$ cat src/rtl/serial_sub_pkg.sv
// Shared definitions for the bit-serial subtractor: FSM encoding, counter sizing
// and the single-bit full-subtractor equations.
package serial_sub_pkg;

    typedef enum logic [1:0] {
        S_IDLE = 2'd0,
        S_RUN  = 2'd1,
        S_FIN  = 2'd2
    } state_e;

    localparam int DEF_WIDTH = 8;

    function automatic int cnt_width(input int width);
        return $clog2(width + 1);
    endfunction

    localparam int CNT_W = cnt_width(DEF_WIDTH);

    function automatic logic fs_diff(input logic a, input logic b, input logic bi);
        return a ^ b ^ bi;
    endfunction

    // Borrow out: a is smaller than b, or they are equal and a borrow is pending.
    function automatic logic fs_borrow(input logic a, input logic b, input logic bi);
        return (~a & b) | (~(a ^ b) & bi);
    endfunction

endpackage

$ cat src/rtl/serial_sub_if.sv
// Start/done handshake and operand/result bus of the bit-serial subtractor.
interface serial_sub_if #(
    parameter int WIDTH = 8
);
    logic             START;
    logic [WIDTH-1:0] A;
    logic [WIDTH-1:0] B;
    logic             BUSY;
    logic             DONE;
    logic [WIDTH-1:0] Q;
    logic             Bo;

    modport master (
        output START, A, B,
        input  BUSY, DONE, Q, Bo
    );

    modport slave (
        input  START, A, B,
        output BUSY, DONE, Q, Bo
    );
endinterface

$ cat src/rtl/serial_sub_full_sub.sv
// Combinational single-bit full subtractor: D = A - B - Bi, Bo = borrow out.
module full_sub
    import serial_sub_pkg::*;
(
    input  logic A,
    input  logic B,
    input  logic Bi,
    output logic D,
    output logic Bo
);
    assign D  = fs_diff(A, B, Bi);
    assign Bo = fs_borrow(A, B, Bi);
endmodule

$ cat src/rtl/serial_sub.sv
// Bit-serial subtractor Q = A - B, LSB first, one bit per clock through a single
// full-subtractor cell; Q/Bo only change when a whole result is available.
module serial_sub
    import serial_sub_pkg::*;
#(
    parameter int WIDTH = 8
) (
    input  logic        CLK,
    input  logic        RST_N,
    serial_sub_if.slave bus
);
    localparam int CW = cnt_width(WIDTH);

    state_e           state;
    state_e           state_nxt;
    logic [WIDTH-1:0] a_sr;
    logic [WIDTH-1:0] b_sr;
    logic [WIDTH-1:0] res_sr;
    logic [WIDTH-1:0] q_r;
    logic             bo_r;
    logic             br;
    logic [CW-1:0]    cnt;
    logic             d_bit;
    logic             br_nxt;
    logic             last_bit;

    full_sub u_cell (
        .A  (a_sr[0]),
        .B  (b_sr[0]),
        .Bi (br),
        .D  (d_bit),
        .Bo (br_nxt)
    );

    assign last_bit = (cnt == CW'(WIDTH - 1));

    always_ff @(posedge CLK) begin
        if (!RST_N) begin
            state <= S_IDLE;
        end else begin
            state <= state_nxt;
        end
    end

    always_comb begin
        state_nxt = state;
        case (state)
            S_IDLE:  if (bus.START) state_nxt = S_RUN;
            S_RUN:   if (last_bit)  state_nxt = S_FIN;
            S_FIN:   state_nxt = S_IDLE;
            default: state_nxt = S_IDLE;
        endcase
    end

    // Datapath: Q/Bo load on the last RUN edge so they appear together with DONE.
    always_ff @(posedge CLK) begin
        if (!RST_N) begin
            a_sr   <= '0;
            b_sr   <= '0;
            res_sr <= '0;
            q_r    <= '0;
            bo_r   <= 1'b0;
            br     <= 1'b0;
            cnt    <= '0;
        end else begin
            case (state)
                S_IDLE: begin
                    if (bus.START) begin
                        a_sr   <= bus.A;
                        b_sr   <= bus.B;
                        res_sr <= '0;
                        br     <= 1'b0;
                        cnt    <= '0;
                    end
                end
                S_RUN: begin
                    a_sr   <= a_sr >> 1;
                    b_sr   <= b_sr >> 1;
                    res_sr <= {d_bit, res_sr[WIDTH-1:1]};
                    br     <= br_nxt;
                    cnt    <= cnt + CW'(1);
                    if (last_bit) begin
                        q_r  <= {d_bit, res_sr[WIDTH-1:1]};
                        bo_r <= br_nxt;
                    end
                end
                default: ;
            endcase
        end
    end

    assign bus.BUSY = (state == S_RUN);
    assign bus.DONE = (state == S_FIN);
    assign bus.Q    = q_r;
    assign bus.Bo   = bo_r;

endmodule

$ cat src/flat_wrapper.sv
// flat-port wrapper written by rule: the top's interface ports become plain ports
module serial_sub_flat import serial_sub_pkg::*;
#(
    parameter int WIDTH = 8
)
  (CLK, RST_N, bus_START, bus_A, bus_B, bus_BUSY, bus_DONE, bus_Q, bus_Bo);
  serial_sub_if #(.WIDTH(WIDTH)) bus_i ();
  input  logic CLK;
  input  logic RST_N;
  input wire logic [$bits(bus_i.START)-1:0] bus_START;
  input wire logic [$bits(bus_i.A)-1:0] bus_A;
  input wire logic [$bits(bus_i.B)-1:0] bus_B;
  output wire logic [$bits(bus_i.BUSY)-1:0] bus_BUSY;
  output wire logic [$bits(bus_i.DONE)-1:0] bus_DONE;
  output wire logic [$bits(bus_i.Q)-1:0] bus_Q;
  output wire logic [$bits(bus_i.Bo)-1:0] bus_Bo;
  assign bus_i.START = bus_START;
  assign bus_i.A = bus_A;
  assign bus_i.B = bus_B;
  assign bus_BUSY = bus_i.BUSY;
  assign bus_DONE = bus_i.DONE;
  assign bus_Q = bus_i.Q;
  assign bus_Bo = bus_i.Bo;
  serial_sub #(.WIDTH(WIDTH)) u_core (.CLK(CLK), .RST_N(RST_N), .bus(bus_i));
endmodule
$ cat config.mk
export PLATFORM = sky130hd
export DESIGN_NAME = serial_sub_flat
export DESIGN_NICKNAME = d
export VERILOG_FILES = /design/src/rtl/serial_sub_pkg.sv /design/src/rtl/serial_sub_if.sv /design/src/rtl/serial_sub_full_sub.sv /design/src/rtl/serial_sub.sv /design/src/flat_wrapper.sv
export SDC_FILE = /design/constraint.sdc
export NUM_CORES = 1
export LEC_CHECK = 0
export CORE_ASPECT_RATIO = 1.1
export CORE_MARGIN = 5
export CORE_UTILIZATION = 32
export DETAILED_ROUTE_END_ITERATION = 12
export MAX_ROUTING_LAYER = met4
export RECOVER_POWER = 25
export SYNTH_ARGS = -nofsm -noshare
export SYNTH_HDL_FRONTEND = slang
export SYNTH_SLANG_ARGS = --single-unit
export TNS_END_PERCENT = 100
$ cat constraint.sdc
create_clock -name CLK -period 1.7 [get_ports CLK]
set_input_delay 0.34 -clock CLK [delete_from_list [all_inputs] [get_ports CLK]]
set_output_delay 0.34 -clock CLK [all_outputs]
set_load 0.1 [all_outputs]
==> key figures <==
Final layout
  • Number of diodes: 0
  • Synth-to-layout area growth: 25.1%
  • Layout cell share with drive strength beyond 1: 14.7%
  • Commonest non-fill, non-tap cell in the layout: dfxtp_1
  • Final nets: 239
  • Most frequent cells in the layout: dfxtp_1 (39), clkdlybuf4s50_1 (18), nand2_1 (17), nor2_1 (17), a21oi_1 (16)

Synthesis
  • Synth Register Bits: 39
  • EDFF count, synth: 0
  • Syn Nets: 208
  • Ys async rst share: 0%
  • Synthesized netlist cell count: 187
  • Post-Syn Area per Cell: 9.15 um2
  • Area of the mapped netlist: 0.00171 mm2
  • Post-synth cell types: 35
  • Yosys Warn Count: 0
  • Ys flop type: dfxtp_1
  • Sequential area share after synthesis: 45.6%

STA
  • Hold_ws: 0.461 ns
  • Post-route minimum period: 1.63 ns
  • Tcrit/Tclk final: 95.7%
  • # setup viols final: 0
  • Skew final: 0.00938 ns
  • Setup TNS: 0 ns
  • RSZ-0062 raised after global routing: no
  • Final Worst Setup Slack: 0.0736 ns
  • Fmax: 0.615 GHz
  • Worst slew pin tran: 0.545 ns
  • Rel. slew slack: 63.8%
  • Hold Vio Cnt, Final: 0
  • Slew Viols, Final: 0

Floorplanning
  • Die Wd: 79.7 um
  • # rows: 28
  • Die ar.: 0.00691 mm2
  • Core Area: 0.00529 mm2
  • Initial core utilization: 32.3%
  • Die H: 86.7 um
  • Ports: 30

Global routing
  • Remaining global-route overflow: 0
  • Initial antenna violation count: 0
  • Number of global-route vias before repair: 1,457
  • Largest net degree at the start of global routing: 27
  • First-pass GRT wire length: 6.69 mm
  • Total GRT Usage: 12.5%

Worst setup path
  • Crit path capture type: primary output
  • Worst setup path class: flop to primary output
  • CP max FO: 14
  • CP arrival: 1.29 ns
  • Worst EP required: 1.36 ns
  • CP startpoint kind: flop

Power
  • Leakage power: 0.796 nW
  • Max VDD drop: 0.524 mV
  • P per Cell Area: 836 mW/mm2

Drt
  • Final wirelength: 3.92 mm
  • 1st-pass router iterations: 4
  • Initial DRC count: 79
  • Vias per inst: 4.91
  • DRC errors left: 0
  • Vias post-DR: 1,434
  • Wire per inst: 13.4 um
  • Post-route ant nets: 0

Place
  • Post-DP HPWL: 2.65 mm
  • Pre-CTS setup slack: 0.0374 ns
  • RePlAce Congestion: 0.730
  • Port Buffer Count: 29

Clock network
  • CTS Hold Bufs: 0
  • Clock Pin Slew Worst Setup and Hold Paths: 0.07 ns
  • # Post-CTS Setup Buffers: 0
  • Root Buffer Master: clkbuf_8
  • CTS Buffer Depth: 2
  • H-Tree Depth: 2
  • Num CTS Buffers: 5
  • Clock Latency Late Sink: 0.29 ns
  • CTS resizes: 0
  • CTS tree: yes
  • Clk sink count: 39

Job
  • Number of max-cap violations: 0

Status
  • Status: finished, final reports clean

Min path
  • Hold WC Path Type: flop to flop
[flip-flops by register name, indices dropped and copies added, names as in the netlist]
name           count
u_core.a_sr        8
u_core.b_sr        8
u_core.bus.Q       8
u_core.res_sr      7
u_core.cnt         4
u_core.state       2
u_core.br          1
u_core.bus.Bo      1
[worst max-delay path, cell delays in order (launching register included)]
cell and delay [ns]:
dfxtp_1 0.39, nand2b_4 0.17, inv_2 0.22, buf_12 0.22
[final timing paths]
kind / startpoint / to / slack (ns) / depth (start not counted)
setup reg to reg: u_core.state[1] / u_core.b_sr[7] / 0.32 / 4
hold / removal: u_core.bus.Q[7] / u_core.bus.Q[7] / 0.46 / 2
hold reg to reg: u_core.bus.Q[7] / u_core.bus.Q[7] / 0.46 / 2
setup / recovery: u_core.state[1] / bus_BUSY / 0.07 / 3
[synthesized netlist by cell type (2+ instances only)]
master | count | area share, %
nand3_1 | 2 | 0.59
or3b_1 | 8 | 4.1
buf_2 | 6 | 1.8
a21oi_1 | 16 | 4.7
a211oi_1 | 2 | 0.88
mux2i_1 | 8 | 4.7
inv_1 | 6 | 1.3
nor2_1 | 18 | 3.9
a22oi_1 | 8 | 3.5
o21ai_0 | 14 | 4.1
clkbuf_1 | 5 | 1.1
o2bb2ai_1 | 6 | 3.1
a32o_1 | 2 | 1.2
nand2_1 | 17 | 3.7
a22o_1 | 2 | 1.0
dfxtp_1 | 39 | 46
buf_4 | 3 | 1.3
o221ai_1 | 8 | 4.1
[per-stage QoR]
| stage | instance area [um2] | utilization, % | std cells | total power, mW |
|---|---|---|---|---|
| floorplan | 1720 | - | 187 | 1.15 |
| global placement | 2220 | 41.9 | 286 | 1.24 |
| detailed placement | 2220 | 41.9 | 286 | 1.25 |
| CTS | 2290 | 43.3 | 292 | 1.82 |
| global route | 2140 | 40.4 | 292 | 1.88 |
| finish | 2140 | 40.4 | 292 | 1.79 |
[routing by layer]
| layer | part of all wire, % | global-route usage, % | vias to the layer above |
|---|---|---|---|
| li1 | - | - | 734 |
| met1 | 48 | 15.6 | 664 |
| met2 | 46 | 19.6 | 28 |
| met3 | 4.7 | 3.12 | 8 |
| met4 | 1.4 | 4.22 | 0 |
| met5 | 0 | - | - |
[kinds of logic (layout without fill, tap and decap cells)]
| family | count (synthesis) | in the layout | share of synthesized area [%] |
|---|---|---|---|
| multiplexers | 8 | 8 | 4.68 |
| adder cells (fa/ha/maj) | 2 | 2 | 1.90 |
| AO/OA/AOI/OAI | 64 | 64 | 25.8 |
| flip-flops | 39 | 39 | 45.6 |
| AND/OR/NAND/NOR | 52 | 52 | 15.7 |
| buffers and inverters | 22 | 52 | 6.36 |
[cell type report]
type,instances,area (um2)
fillers,534,3150
multi-input cells,126,828
clock buffers,6,72.6
flip-flops and latches,39,781
inverters,7,26.3
well taps,75,93.8
repair buffers,39,338
[power by group]
group	internal, mW	switching (mW)
registers	0.954	0.0287
logic	0.115	0.122
clock network	0.273	0.294
(Power assumes the default switching activity.)
